**config.mk**
```make
export PLATFORM = sky130hd
export DESIGN_NAME = core_cluster
export DESIGN_NICKNAME = d
export VERILOG_FILES = /design/src/rtl/core_cluster.sv
export SDC_FILE = /design/constraint.sdc
export NUM_CORES = 1
export LEC_CHECK = 0
export CORE_ASPECT_RATIO = 1.2
export CORE_MARGIN = 2
export CORE_UTILIZATION = 55
export CTS_CLUSTER_DIAMETER = 200
export DETAILED_ROUTE_END_ITERATION = 8
export GPL_TIMING_DRIVEN = 0
export PLACE_DENSITY_LB_ADDON = 0.08
export SETUP_SLACK_MARGIN = 0.05
export SLEW_MARGIN = 5
export SYNTH_ARGS = -nofsm -noshare
export SYNTH_HDL_FRONTEND = slang
export SYNTH_SLANG_ARGS = --single-unit
export TNS_END_PERCENT = 50
```
**constraint.sdc**
```tcl
create_clock -name clk -period 3.55 [get_ports clk]
set_clock_uncertainty 0.15 [all_clocks]
set_input_delay 0.71 -clock clk [delete_from_list [all_inputs] [get_ports clk]]
set_output_delay 0.71 -clock clk [all_outputs]
set_load 0.02 [all_outputs]
```
**src/rtl/core_cluster.sv**
```systemverilog
// -----------------------------------------------------------------------------
// core_cluster
//
// Purpose
//   A cluster of NR_CORES small accumulator cores. All cores share one
//   instruction stream and one set of global registers. Misc commands
//   (opcode[15:14] = 2'b11) are handled here. They manage the core enable
//   mask, store an accumulator into a global register, and start a serialiser
//   that shifts accumulator LSBs out one bit per cycle.
//
// Optional feature
//   CORE_CLUSTER_READBACK_EN : when defined, opcode[3] (with opcode[4] = 0)
//   starts the serialiser from global register sel instead of from a core.
//   When undefined, opcode[3] is ignored by the cluster and no readback logic
//   exists.
//
// Parameters
//   NR_CORES    : number of cores (1..16)
//   BIT_WIDTH   : core data width
//   GLOBAL_REGS : implemented global registers (1..16); higher entries read 0
//   OUT_BITS    : accumulator LSBs serialised per output command (1..BIT_WIDTH)
//
// Ports
//   clk        in   rising-edge clock
//   rst_n      in   asynchronous active-low reset
//   opcode     in   16-bit instruction word
//   execute    in   instruction qualifier, one instruction per high cycle
//   valid_bit  out  output_bit carries a serialised bit this cycle
//   output_bit out  serial data, LSB first, holds its value while idle
//   busy       out  serialiser active (same as valid_bit)
//   core_en    out  current core enable mask
//
// Core instruction set (opcode[15:13]; sel = opcode[12:9], imm = opcode[7:0])
//   000 LDI  accu = imm        001 ADDI accu += imm
//   010 LDG  accu = greg[sel]  011 ADDG accu += greg[sel]
//   100 LDID accu = CORE_ID    101 SUBI accu -= imm
//   11x      misc command, handled by the cluster
// -----------------------------------------------------------------------------

// -----------------------------------------------------------------------------
// core
//   One accumulator core. It executes only when its execute input is high.
//   Ports: clk, rst_n, opcode, execute, global_regs (16 flattened entries),
//          accu (current accumulator value).
// -----------------------------------------------------------------------------
module core #(
  parameter int CORE_ID   = 0,
  parameter int BIT_WIDTH = 8
) (
  input  logic                      clk,
  input  logic                      rst_n,
  input  logic [15:0]               opcode,
  input  logic                      execute,
  input  logic [16*BIT_WIDTH-1:0]   global_regs,
  output logic [BIT_WIDTH-1:0]      accu
);

  logic [BIT_WIDTH-1:0] accu_reg;
  logic [BIT_WIDTH-1:0] accu_next;
  logic [BIT_WIDTH-1:0] imm_ext;
  logic [BIT_WIDTH-1:0] greg_val;
  logic [3:0]           sel;
  logic                 unused_op_bit;

  assign sel           = opcode[12:9];
  assign unused_op_bit = opcode[8];

  // The 8-bit immediate is zero-extended, or truncated, to the data width.
  always_comb begin
    imm_ext = '0;
    for (int i = 0; i < BIT_WIDTH; i++) begin
      if (i < 8) imm_ext[i] = opcode[i];
    end
  end

  always_comb begin
    greg_val = '0;
    for (int i = 0; i < 16; i++) begin
      if (sel == 4'(i)) greg_val = global_regs[i*BIT_WIDTH +: BIT_WIDTH];
    end
  end

  always_comb begin
    accu_next = accu_reg;
    if (execute) begin
      case (opcode[15:13])
        3'b000:  accu_next = imm_ext;
        3'b001:  accu_next = accu_reg + imm_ext;
        3'b010:  accu_next = greg_val;
        3'b011:  accu_next = accu_reg + greg_val;
        3'b100:  accu_next = BIT_WIDTH'(CORE_ID);
        3'b101:  accu_next = accu_reg - imm_ext;
        default: accu_next = accu_reg;   // misc commands do not touch the core
      endcase
    end
  end

  always_ff @(posedge clk or negedge rst_n) begin
    if (!rst_n) accu_reg <= '0;
    else        accu_reg <= accu_next;
  end

  assign accu = accu_reg;

endmodule

// -----------------------------------------------------------------------------
// core_cluster top
// -----------------------------------------------------------------------------
module core_cluster #(
  parameter int NR_CORES    = 4,
  parameter int BIT_WIDTH   = 8,
  parameter int GLOBAL_REGS = 12,
  parameter int OUT_BITS    = 1
) (
  input  logic                clk,
  input  logic                rst_n,
  input  logic [15:0]         opcode,
  input  logic                execute,
  output logic                valid_bit,
  output logic                output_bit,
  output logic                busy,
  output logic [NR_CORES-1:0] core_en
);

  localparam int CSEL_W = (NR_CORES > 1) ? $clog2(NR_CORES) : 1;
  localparam int CNT_W  = $clog2(OUT_BITS + 1);

  typedef enum logic {IDLE, SHIFT} ser_state_t;

  // Cluster state
  logic [NR_CORES-1:0]     core_en_reg, core_en_next;
  logic [BIT_WIDTH-1:0]    greg_reg [GLOBAL_REGS];
  ser_state_t              state_reg;
  logic [CNT_W-1:0]        cnt_reg;
  logic [OUT_BITS-1:0]     shift_reg;
  logic                    valid_reg;
  logic                    out_reg;

  // Datapath wiring
  logic [BIT_WIDTH-1:0]    accu [NR_CORES];
  logic [16*BIT_WIDTH-1:0] greg_bus;

  // Decode
  logic                    misc;
  logic [3:0]              sel;
  logic [CSEL_W-1:0]       core_sel;
  logic [NR_CORES-1:0]     core_hit;
  logic                    core_sel_ok;
  logic                    greg_sel_ok;
  logic [OUT_BITS-1:0]     core_bits;
  logic [BIT_WIDTH-1:0]    store_src;
  logic                    store_we;
  logic                    start_req;
  logic [OUT_BITS-1:0]     start_bits;
  logic                    last_shift;
  logic                    accept;

  assign misc     = execute & (opcode[15:14] == 2'b11);
  assign sel      = opcode[12:9];
  assign core_sel = sel[CSEL_W-1:0];

  // ---------------------------------------------------------------------------
  // Global register bus. Entries at or above GLOBAL_REGS are tied to zero.
  // ---------------------------------------------------------------------------
  genvar gi;
  generate
    for (gi = 0; gi < 16; gi++) begin : g_bus
      if (gi < GLOBAL_REGS) begin : g_impl
        assign greg_bus[gi*BIT_WIDTH +: BIT_WIDTH] = greg_reg[gi];
      end else begin : g_zero
        assign greg_bus[gi*BIT_WIDTH +: BIT_WIDTH] = '0;
      end
    end

    for (gi = 0; gi < NR_CORES; gi++) begin : g_core
      core #(
        .CORE_ID   (gi),
        .BIT_WIDTH (BIT_WIDTH)
      ) u_core (
        .clk         (clk),
        .rst_n       (rst_n),
        .opcode      (opcode),
        .execute     (core_en_reg[gi] & execute),
        .global_regs (greg_bus),
        .accu        (accu[gi])
      );
    end
  endgenerate

  // ---------------------------------------------------------------------------
  // Core select decode. With a non-power-of-two core count, some select codes
  // match no core. Such a code gives core_hit = 0 and core_sel_ok = 0.
  // ---------------------------------------------------------------------------
  always_comb begin
    core_hit    = '0;
    core_sel_ok = 1'b0;
    core_bits   = '0;
    for (int i = 0; i < NR_CORES; i++) begin
      if (core_sel == CSEL_W'(i)) begin
        core_hit[i] = 1'b1;
        core_sel_ok = 1'b1;
        core_bits   = accu[i][OUT_BITS-1:0];
      end
    end
  end

  always_comb begin
    greg_sel_ok = 1'b0;
    for (int i = 0; i < GLOBAL_REGS; i++) begin
      if (sel == 4'(i)) greg_sel_ok = 1'b1;
    end
  end

  // The store source is the lowest-index enabled core under the current mask.
  // The mask update in the same instruction has not been applied yet. The
  // descending loop leaves the lowest set index last, so that index wins.
  always_comb begin
    store_src = '0;
    for (int i = NR_CORES - 1; i >= 0; i--) begin
      if (core_en_reg[i]) store_src = accu[i];
    end
  end

  assign store_we = misc & opcode[7] & (|core_en_reg) & greg_sel_ok;

  // ---------------------------------------------------------------------------
  // Enable mask update
  // ---------------------------------------------------------------------------
  always_comb begin
    core_en_next = core_en_reg;
    if (misc) begin
      case (opcode[6:5])
        2'b01:   core_en_next = core_hit;                // one-hot, or zero if no such core
        2'b10:   core_en_next = '1;
        2'b11:   core_en_next = core_en_reg ^ core_hit;  // unmatched select leaves mask alone
        default: core_en_next = core_en_reg;
      endcase
    end
  end

  always_ff @(posedge clk or negedge rst_n) begin
    if (!rst_n) core_en_reg <= '1;
    else        core_en_reg <= core_en_next;
  end

  always_ff @(posedge clk or negedge rst_n) begin
    if (!rst_n) begin
      for (int i = 0; i < GLOBAL_REGS; i++) greg_reg[i] <= '0;
    end else begin
      for (int i = 0; i < GLOBAL_REGS; i++) begin
        if (store_we && (sel == 4'(i))) greg_reg[i] <= store_src;
      end
    end
  end

  // ---------------------------------------------------------------------------
  // Serialiser start selection
  // ---------------------------------------------------------------------------
`ifdef CORE_CLUSTER_READBACK_EN
  logic                rb_req;
  logic [OUT_BITS-1:0] rb_bits;

  // A select beyond the implemented registers leaves rb_bits at zero,
  // so it streams zeros.
  always_comb begin
    rb_bits = '0;
    for (int i = 0; i < GLOBAL_REGS; i++) begin
      if (sel == 4'(i)) rb_bits = greg_reg[i][OUT_BITS-1:0];
    end
  end

  assign rb_req     = misc & opcode[3] & ~opcode[4];
  assign start_req  = (misc & opcode[4] & core_sel_ok) | rb_req;
  assign start_bits = opcode[4] ? core_bits : rb_bits;
`else
  assign start_req  = misc & opcode[4] & core_sel_ok;
  assign start_bits = core_bits;
`endif

  // A new start is taken in IDLE or in the final SHIFT cycle. The final-cycle
  // case lets back-to-back streams run with no gap. A start in any earlier
  // SHIFT cycle is dropped.
  assign last_shift = (state_reg == SHIFT) && (cnt_reg == CNT_W'(1));
  assign accept     = start_req && ((state_reg == IDLE) || last_shift);

  // ---------------------------------------------------------------------------
  // Serialiser FSM. Bit 0 is presented in the cycle after capture.
  // cnt_reg counts the bits still to show, including the one on the output.
  // ---------------------------------------------------------------------------
  always_ff @(posedge clk or negedge rst_n) begin
    if (!rst_n) begin
      state_reg <= IDLE;
      cnt_reg   <= '0;
      shift_reg <= '0;
      valid_reg <= 1'b0;
      out_reg   <= 1'b0;
    end else if (accept) begin
      state_reg <= SHIFT;
      cnt_reg   <= CNT_W'(OUT_BITS);
      shift_reg <= start_bits >> 1;
      valid_reg <= 1'b1;
      out_reg   <= start_bits[0];
    end else begin
      case (state_reg)
        SHIFT: begin
          if (cnt_reg == CNT_W'(1)) begin
            state_reg <= IDLE;
            cnt_reg   <= '0;
            valid_reg <= 1'b0;          // out_reg keeps the last bit
          end else begin
            cnt_reg   <= cnt_reg - CNT_W'(1);
            out_reg   <= shift_reg[0];
            shift_reg <= shift_reg >> 1;
          end
        end
        default: begin
          state_reg <= IDLE;
        end
      endcase
    end
  end

  assign valid_bit  = valid_reg;
  assign busy       = valid_reg;
  assign output_bit = out_reg;
  assign core_en    = core_en_reg;

endmodule

```
After elaboration in Yosys (flattened, before gate mapping)
Index checks and enable logic that the tools add are counted.
Storage, ports and cells
  word-level logic and storage cells: 168
  input port bits: 19
  flip-flop bits (word level): 137
Cells by class
  multiplexer cells: 63
  equal/unequal tests: 28
  reduce and logical (&&, ||, !) cells: 30
  $add $sub $neg: 13
  bitwise operators: 12
Operators by type and width (count)
  $pmux W8 S6: 4
  $mux W8: 20
  $add A8 B8 Y8: 8
  $mux W1: 38
  $eq A4 B4 Y1 const B: 8
  $sub A8 B8 Y8: 4
  $eq A4 B3 Y1 const B: 4
  $logic_and A1 B1 Y1: 14
  $reduce_and A2 Y1: 7
  $pmux W4 S3: 1
  $and A1 B1 Y1: 10
  $eq A2 B2 Y1 const B: 5
  $eq A4 B2 Y1 const B: 2
  $eq A3 B2 Y1 const B: 2
  $eq A3 B3 Y1 const B: 2
  $reduce_bool A6 Y1: 1
  $eq A2 B1 Y1 const B: 2
  $eq A4 B1 Y1 const B: 1
  $logic_not A4 Y1: 1
  $reduce_bool A2 Y1: 2
  $reduce_or A4 Y1: 1
  $xor A4 B4 Y4: 1
  $eq A3 B1 Y1 const B: 1
  $logic_not A3 Y1: 1
  other kinds (6): 6

Longest topological paths before layout
Gate-level depths: netlist of run 1.
  depth after elaboration: 19
  mapped depth: 8
  depth with buffers taken out: 7

Modules after synthesis
Synthesis of run 1 repeated with hierarchy kept, for this count alone.
Unflattened totals
  cells, all modules: 1791
  area total of the unflattened synthesis: 15259.6 µm²
By module, submodules not included
  core_cluster: sequential area each 2607.5 µm², cells each 321, area an instance 4521.8 µm², instances 1
  core at g_core[2].u_core: sequential area each 200.2 µm², cells each 395, area an instance 2819.0 µm², instances 1
  core at g_core[1].u_core: sequential area each 200.2 µm², cells each 378, area an instance 2755.1 µm², instances 1
  core at g_core[3].u_core: sequential area each 200.2 µm², cells each 360, area an instance 2681.3 µm², instances 1
  core at g_core[0].u_core: sequential area each 200.2 µm², cells each 337, area an instance 2482.4 µm², instances 1

Least setup slack after synthesis of run 1
OpenSTA, ideal clock, no wires.
  kind: input to register
  from: input opcode[11]
  to: register g_core[0].u_core.accu_reg[0]
  arrival: 2.248 ns
  library setup time: 0.137 ns
  slack: 1.015 ns
  stages on the path: 7
  buffers on the path: 1
  data required time: 3.263 ns
  cells stage by stage: clkbuf_1 > or3_1 > a311oi_1 > o22ai_1 > and3_4 > o41ai_1 > o31ai_1
On the way
  word-level cells in the longest chain between the ends: 19
RTL lines
  start: declaration: line 118  | input logic [15:0] opcode,
  $logic_not A4 Y1: line 79  | if (sel == 4'(i)) greg_val = global_regs[i*BIT_WIDTH +: BIT_WIDTH];
  $mux W8 (15 in a row): line 79
  $mux W8 (*): line 79
  $add A8 B8 Y8: line 90  | 3'b011: accu_next = accu_reg + greg_val;
  $pmux W8 S6 (*): line 86  | case (opcode[15:13])
  end signal: assignment: line 100  | else accu_reg <= accu_next;
  end: declaration: line 58  | logic [BIT_WIDTH-1:0] accu_reg;
Every way passes the cells marked *; elsewhere a longest branch is shown, timed or not.
A chain may end at the register's enable or synchronous reset.

Final worst setup path of run 1
  from: input opcode[9]
  to: register g_core[3].u_core.accu_reg[0]
On the way
  word-level cells in the longest chain between the ends: 19
RTL lines (line)
  $logic_not A4 Y1: 79
  $mux W8 (15 in a row): 79
  $mux W8 (*): 79
  $add A8 B8 Y8: 90
  $pmux W8 S6 (*): 86
  end signal: assignment: 100
  end: declaration: 58
Marked as above.

==> flow_summary_export.csv, run 1 <==
group,metric,value,unit
critical_path,crit_path_frequent_cell,"sky130_fd_sc_hd__o22ai_1",
sta,final_hold_viol_count,0,
cts,cts_max_level,1,
detailed_routing,avgViaCountPerCell,5.83,
critical_path,worst_setup_path_start_kind,"primary input",
cts,cts_repair_resize_count,0,
cts,clock_buffers_created_by_tritoncts,3,
pwr,p_leak,0.699,nW
yosys,postSynthNetCount,186,
detailed_routing,ant_nets,0,
pwr,pwr_density_cell,437,nW/um^2
grt,grt_first_pass_wirelength,5490,um
cells_and_area,finish.utilization,0.684,
critical_path,timing.critical_path.fanout_max,10,
sta,fin_crit,2.95,ns
critical_path,r2r-start,"greg_bus[0]",
status,run_status,"completed",
yosys,synth_edf_count,0,
die,die_w,51.2,um
yosys,synthesis.instances,167,
yosys,synthTopCellsByCount,"sky130_fd_sc_hd__nand2_1 (22), sky130_fd_sc_hd__nor2_1 (22), sky130_fd_sc_hd__dfrtp_1 (20)",
cells_and_area,layout.filler_cells,207,
pwr,finalPower,0.755,mW
yosys,yosys.cell_types.count,35,
yosys,yosysWarningCount,0,
cts,cts-root-to-sink-buffers,2,
cts,cts_root_buffer,"sky130_fd_sc_hd__clkbuf_4",
detailed_routing,routed_wl,3130,um
cts,clkTransAtPathRegs,0.13,ns
critical_path,critical-path-slowest-cell,"sky130_fd_sc_hd__clkdlybuf4s50_1",
cts,clock_sinks,24,
sta,max_slew.worst_pin.slew,1.02,ns
critical_path,rrSetupSlack,1.37,ns
placed_design,globalplace.congestion,0.888,
sta,final_layout_setup_total_negative_slack,0,ns
critical_path,ff2ff_path_depth,7,
detailed_routing,average_detailed_routed_wire_length_per_instance,14.1,um
sta,finalMaxSlewViolations,0,
sta,worst_slack,0.596,ns
sta,final_worst_path_period_share,0.832,
die,die_height,60.6,um
detailed_routing,first_pass_iters,4,
critical_path,crit_end_element,"flip-flop",
yosys,synth_area_leaders,"sky130_fd_sc_hd__dfrtp_1 (34%), sky130_fd_sc_hd__mux2_2 (10%), sky130_fd_sc_hd__dfstp_2 (7.1%), sky130_fd_sc_hd__nand2_1 (5.6%), sky130_fd_sc_hd__nor2_1 (5.6%)",
run,maxCapViolations,0,
pwr,irDropWorstVdd,0.000279,V
hold_path,hold_end,"greg_bus[16]",
yosys,synth_async_sr_flop_share,1.00,
cells_and_area,area.growth.synth_to_final,17.5,%
sta,achievable-frequency,339,MHz
cells_and_area,largest_register_ff_count,12,
hold_path,timing.hold.worst.start,"greg_bus[16]",
grt,grt_antenna_before_repair,0,
die,pin_count,26,
hold_path,type_of_the_worst_min_delay_path,"reg -> reg",
critical_path,worstSetupPathType,"in -> reg",
cts,cts_hold_buffers,0,
placed_design,place.port_buffers,19,
hold_path,hold_path_stages,1,
grt,via_count_of_the_first_global_routing_pass,1280,
critical_path,max_stage_delay,0.50,ns
detailed_routing,drt-initial-drc-count,42,
yosys,ys.flop_type,"sky130_fd_sc_hd__dfrtp_1",
cells_and_area,final_nets,210,
cells_and_area,num_antenna_cells,0,
yosys,netlist.area_leader.share,0.340,
cells_and_area,drive_above_1_share,0.147,
die,dieArea,3100,um^2
grt,grt_remaining_overflow,0,
yosys,synth_largest_area_cell,"sky130_fd_sc_hd__dfrtp_1",
placed_design,pre_cts_ws,0.281,ns
sta,whs,0.364,ns
yosys,mappedNetlistArea,1470,um^2
yosys,synth.avg_cell_area,8.80,um^2
cts,clk_latency,0.32,ns
sta,finalSetupViolCount,0,
yosys,synth-seq-area-share,0.412,
critical_path,critical_path.reg2reg.endpoint,"g_core[3].u_core.accu[0]",
sta,rsz_0062_raised_after_global_routing,"false",
cts,post_cts.repair.setup_buffers,0,
placed_design,dp.final_hpwl,2480,um
critical_path,worstPathCellList,"clkdlybuf4s50_1 -> buf_4 -> or2_2 -> o21ai_0 -> o22ai_1 -> o22ai_1 -> nor2_1 -> o41ai_1 -> o31ai_1",
die,core_area,2530,um^2
die,initial_core_util,0.582,
cts,tritoncts_clock_tree,"built",
grt,grt_max_degree,25,
critical_path,timing.critical_path.required,3.60,ns
detailed_routing,routed-via-count,1301,
die,placement_rows,20,
sta,timing.max_slew.rel_slack,0.319,
critical_path,cp_data_arrival_time,3.01,ns
detailed_routing,drc_errors,0,
grt,global_route.usage.total,0.233,
yosys,ys_ff_latch,24,
-- power by group --
part	switching, mW	internal, mW
registers	0.0559	0.328
logic	0.121	0.127
clock network	0.0786	0.0439
-- worst max-delay path by stage --
stage | depth (start not counted) | end | slack [ns] | start
after global routing | 9 | g_core[3].u_core.accu[0] | 0.34 | opcode[9]
after floorplan | 7 | g_core[0].u_core.accu[0] | 1.02 | opcode[11]
final | 9 | g_core[3].u_core.accu[0] | 0.60 | opcode[9]
after global placement | 9 | g_core[3].u_core.accu[0] | 0.30 | opcode[9]
after detailed placement | 9 | g_core[3].u_core.accu[0] | 0.28 | opcode[9]
after CTS | 9 | g_core[3].u_core.accu[0] | 0.62 | opcode[9]
-- layout by cell type, fill, tap and decap left out, types with 4 or more instances in the layout --
| cell type | instances |
|---|---|
| sky130_fd_sc_hd__nand2_1 | 22 |
| sky130_fd_sc_hd__nor2_1 | 22 |
| sky130_fd_sc_hd__dfrtp_1 | 20 |
| sky130_fd_sc_hd__clkdlybuf4s50_1 | 19 |
| sky130_fd_sc_hd__o21ai_0 | 16 |
| sky130_fd_sc_hd__mux2_2 | 13 |
| sky130_fd_sc_hd__a21oi_1 | 10 |
| sky130_fd_sc_hd__nand3_1 | 7 |
| sky130_fd_sc_hd__nand2b_1 | 6 |
| sky130_fd_sc_hd__clkbuf_1 | 5 |
| sky130_fd_sc_hd__o31ai_1 | 5 |
| sky130_fd_sc_hd__dfstp_2 | 4 |
-- critical path: cells and delay by family --
| kind | cells | cell delay, ns |
|---|---|---|
| buf+inv | 2 | 0.72 |
| simple gates | 2 | 0.48 |
| compound gates | 5 | 1.09 |
-- metal layers --
layer / vias to the layer above / track usage / wire length, um
li1: 639 / - / -
met1: 616 / 0.271 / 1260
met2: 39 / 0.432 / 1690
met3: 7 / 0.0246 / 122
met4: 0 / 0.104 / 53
met5: - / 0 / 0
-- layout make-up --
cell class	count	area, um^2	area share
tap	33	41.3	0.0239
timing repair buffer	19	190	0.110
multi-input combinational	133	816	0.472
clock buffer	4	26.3	0.0152
sequential	24	606	0.350
buffer	7	37.5	0.0217
inverter	3	11.3	0.00652
-- metrics by stage --
stage | area (um^2) | cells
2_1_floorplan | 1470 | 167
3_3_place_gp | 1700 | 219
3_5_place_dp | 1700 | 219
4_1_cts | 1730 | 223
5_1_grt | 1730 | 223
6_report | 1730 | 223
-- logic make-up after synthesis --
logic type,share of synthesized area
xor+xnor,0.00596
mux,0.135
simple gates,0.223
flops,0.412
compound gates,0.191
buf+inv,0.0332
Note: power is estimated with default switching activity, not from simulation.
==> inputs of run 2 (changes only) <==
--- a/config.mk
+++ b/config.mk
@@ -7,7 +7,7 @@
 export LEC_CHECK = 0
 export CORE_ASPECT_RATIO = 1.2
 export CORE_MARGIN = 2
-export CORE_UTILIZATION = 55
+export CORE_UTILIZATION = 47
 export CTS_CLUSTER_DIAMETER = 200
 export DETAILED_ROUTE_END_ITERATION = 8
 export GPL_TIMING_DRIVEN = 0
==> constraint.sdc (replaced) <==
create_clock -name clk -period 2.6 [get_ports clk]
set_clock_uncertainty 0.15 [all_clocks]
set_input_delay 0.52 -clock clk [delete_from_list [all_inputs] [get_ports clk]]
set_output_delay 0.52 -clock clk [all_outputs]
set_load 0.02 [all_outputs]
==> flow_summary_export.csv, run 2 (same netlist as run 1, synthesis figures left out) <==
group,metric,value,unit
die,initial_core_util,0.486,
hold_path,type_of_the_worst_min_delay_path,"reg -> reg",
sta,worst_slack,0.188,ns
critical_path,worstPathCellList,"clkdlybuf4s50_1 -> and3_1 -> nand3_1 -> or2_2 -> nor2_1 -> mux2_2",
placed_design,globalplace.congestion,0.901,
sta,max_slew.worst_pin.slew,1.09,ns
placed_design,pre_cts_ws,-0.468,ns
critical_path,worstSetupPathType,"in -> reg",
cts,tritoncts_clock_tree,"built",
grt,grt_first_pass_wirelength,5630,um
cells_and_area,drive_above_1_share,0.169,
cells_and_area,area.growth.synth_to_final,20.4,%
grt,grt_remaining_overflow,0,
sta,final_hold_viol_count,0,
cells_and_area,num_antenna_cells,0,
cts,clk_latency,0.32,ns
grt,grt_max_degree,25,
grt,via_count_of_the_first_global_routing_pass,1266,
pwr,power_frac_comb,0.303,
die,die_w,55.1,um
run,maxCapViolations,0,
status,run_status,"completed",
grt,grt_antenna_before_repair,0,
cells_and_area,final_nets,209,
detailed_routing,ant_nets,0,
detailed_routing,routed-via-count,1306,
critical_path,timing.critical_path.required,2.67,ns
pwr,irDropWorstVdd,0.000383,V
critical_path,timing.critical_path.fanout_max,7,
pwr,pwr_density_cell,644,nW/um^2
cts,clock_buffers_created_by_tritoncts,3,
critical_path,cp_data_arrival_time,2.48,ns
grt,global_route.usage.total,0.211,
cts,clock_sinks,24,
cts,cts_root_buffer,"sky130_fd_sc_hd__clkbuf_4",
sta,achievable-frequency,415,MHz
pwr,power.net_switching,0.363,mW
cells_and_area,finish.utilization,0.585,
die,placement_rows,22,
pwr,finalPower,1.14,mW
die,core_area,3030,um^2
critical_path,worst_setup_path_start_kind,"primary input",
placed_design,numPlacedInstances,222,
sta,finalMaxSlewViolations,0,
critical_path,rrSetupSlack,0.49,ns
detailed_routing,drt-initial-drc-count,50,
detailed_routing,drc_errors,0,
cts,cts_hold_buffers,0,
detailed_routing,average_detailed_routed_wire_length_per_instance,14.8,um
hold_path,timing.hold.worst.start,"state_reg",
placed_design,dp.final_hpwl,2530,um
pwr,clkPwrFrac,0.239,
critical_path,crit_end_element,"flip-flop",
pwr,cellInternalPower,0.777,mW
detailed_routing,routed_wl,3340,um
critical_path,critical_path.reg2reg.endpoint,"g_core[3].u_core.accu[0]",
die,pin_count,26,
cts,clkTransAtPathRegs,0.13,ns
sta,final_worst_path_period_share,0.928,
hold_path,hold_path_stages,1,
sta,finalSetupViolCount,0,
detailed_routing,avgViaCountPerCell,5.80,
cells_and_area,layout_commonest_cell,"sky130_fd_sc_hd__nand2_1",
pwr,p_leak,0.730,nW
placed_design,place.port_buffers,19,
die,die_height,65.3,um
critical_path,ff2ff_path_depth,7,
cells_and_area,layoutNonFillerInstCount,225,
die,dieArea,3590,um^2
detailed_routing,first_pass_iters,4,
sta,rsz_0062_raised_after_global_routing,"true",
critical_path,max_stage_delay,0.56,ns
cells_and_area,layout.cells.most_common_list,"sky130_fd_sc_hd__nand2_1 (22), sky130_fd_sc_hd__nor2_1 (21), sky130_fd_sc_hd__dfrtp_1 (20), sky130_fd_sc_hd__clkdlybuf4s50_1 (17), sky130_fd_sc_hd__o21ai_0 (16)",
pwr,power.switching_fraction,0.318,
sta,timing.max_slew.rel_slack,0.272,
cts,cts-root-to-sink-buffers,2,
cells_and_area,largest_register_ff_count,12,
cts,cts_max_level,1,
sta,fin_crit,2.41,ns
critical_path,r2r-start,"greg_bus[0]",
hold_path,hold_end,"busy",
cts,post_cts.repair.setup_buffers,0,
critical_path,critical-path-slowest-cell,"sky130_fd_sc_hd__clkdlybuf4s50_1",
pwr,seq_power_share,0.458,
## run 2: changes by cell type in the layout (fill, tap and decap cells not counted), moves of 2 or more
cell and change:
sky130_fd_sc_hd__clkbuf_1 -2, sky130_fd_sc_hd__clkdlybuf4s50_1 -2, sky130_fd_sc_hd__dlygate4sd2_1 +2, sky130_fd_sc_hd__buf_4 -2, sky130_fd_sc_hd__buf_6 +2
## run 2: timing repair
action / in CTS / in global routing
gates resized for setup: 7 / 0
endpoints found under the setup margin: 4 / 14
pin swaps: 2 / 0
## run 2: final cells by class
cell class | count | area, um^2
Fill cell | 277 | 1260
Multi-Input combinational cell | 133 | 827
Sequential cell | 24 | 606
Timing Repair Buffer | 19 | 188
Tap cell | 36 | 45.0
Buffer | 6 | 41.3
Clock inverter | 1 | 30.0
Clock buffer | 3 | 22.5
Inverter | 3 | 11.3
## run 2: worst max path at each step
stage	from	endpoint	slack (ns)	cells after the start
CTS	opcode[14]	greg_bus[32]	0.12	7
floorplan	opcode[11]	g_core[0].u_core.accu[0]	0.26	7
global placement	opcode[9]	g_core[3].u_core.accu[0]	-0.47	9
finish	opcode[14]	greg_bus[56]	0.19	6
detailed placement	opcode[9]	g_core[0].u_core.accu[0]	-0.47	9
global route	opcode[9]	g_core[3].u_core.accu[0]	0.02	9
## run 2: metal layers
metal  global-route usage  routed length [um]
met1                0.255                1440
met2                0.378                1720
met3               0.0205                 134
met4               0.0640                  42
met5                    0                   0
## run 2: worst max-delay path, delay by kind of cell
kind | cells | cell delay [ns]
buffers and inverters | 1 | 0.56
muxes | 1 | 0.34
and+or+nand+nor | 4 | 1.06
## run 2: power groups by stage
stage               Sequential, mW  Clock (mW)  Combinational (mW)
global route                 0.532       0.289               0.384
detailed placement           0.529           0               0.345
global placement             0.525           0               0.338
finish                       0.522       0.272               0.346
floorplan                    0.534           0               0.191
CTS                          0.521       0.276               0.348
## run 2: metrics by stage
step / cell area [um^2] / hold slack, ns / TNS, ns
final: 1770 / 0.363 / 0
after global routing: 1770 / 0.371 / 0
after CTS: 1770 / 0.360 / 0
after detailed placement: 1710 / 0.340 / -3.61
after global placement: 1710 / 0.333 / -3.46
after floorplan: 1470 / 0.0744 / 0
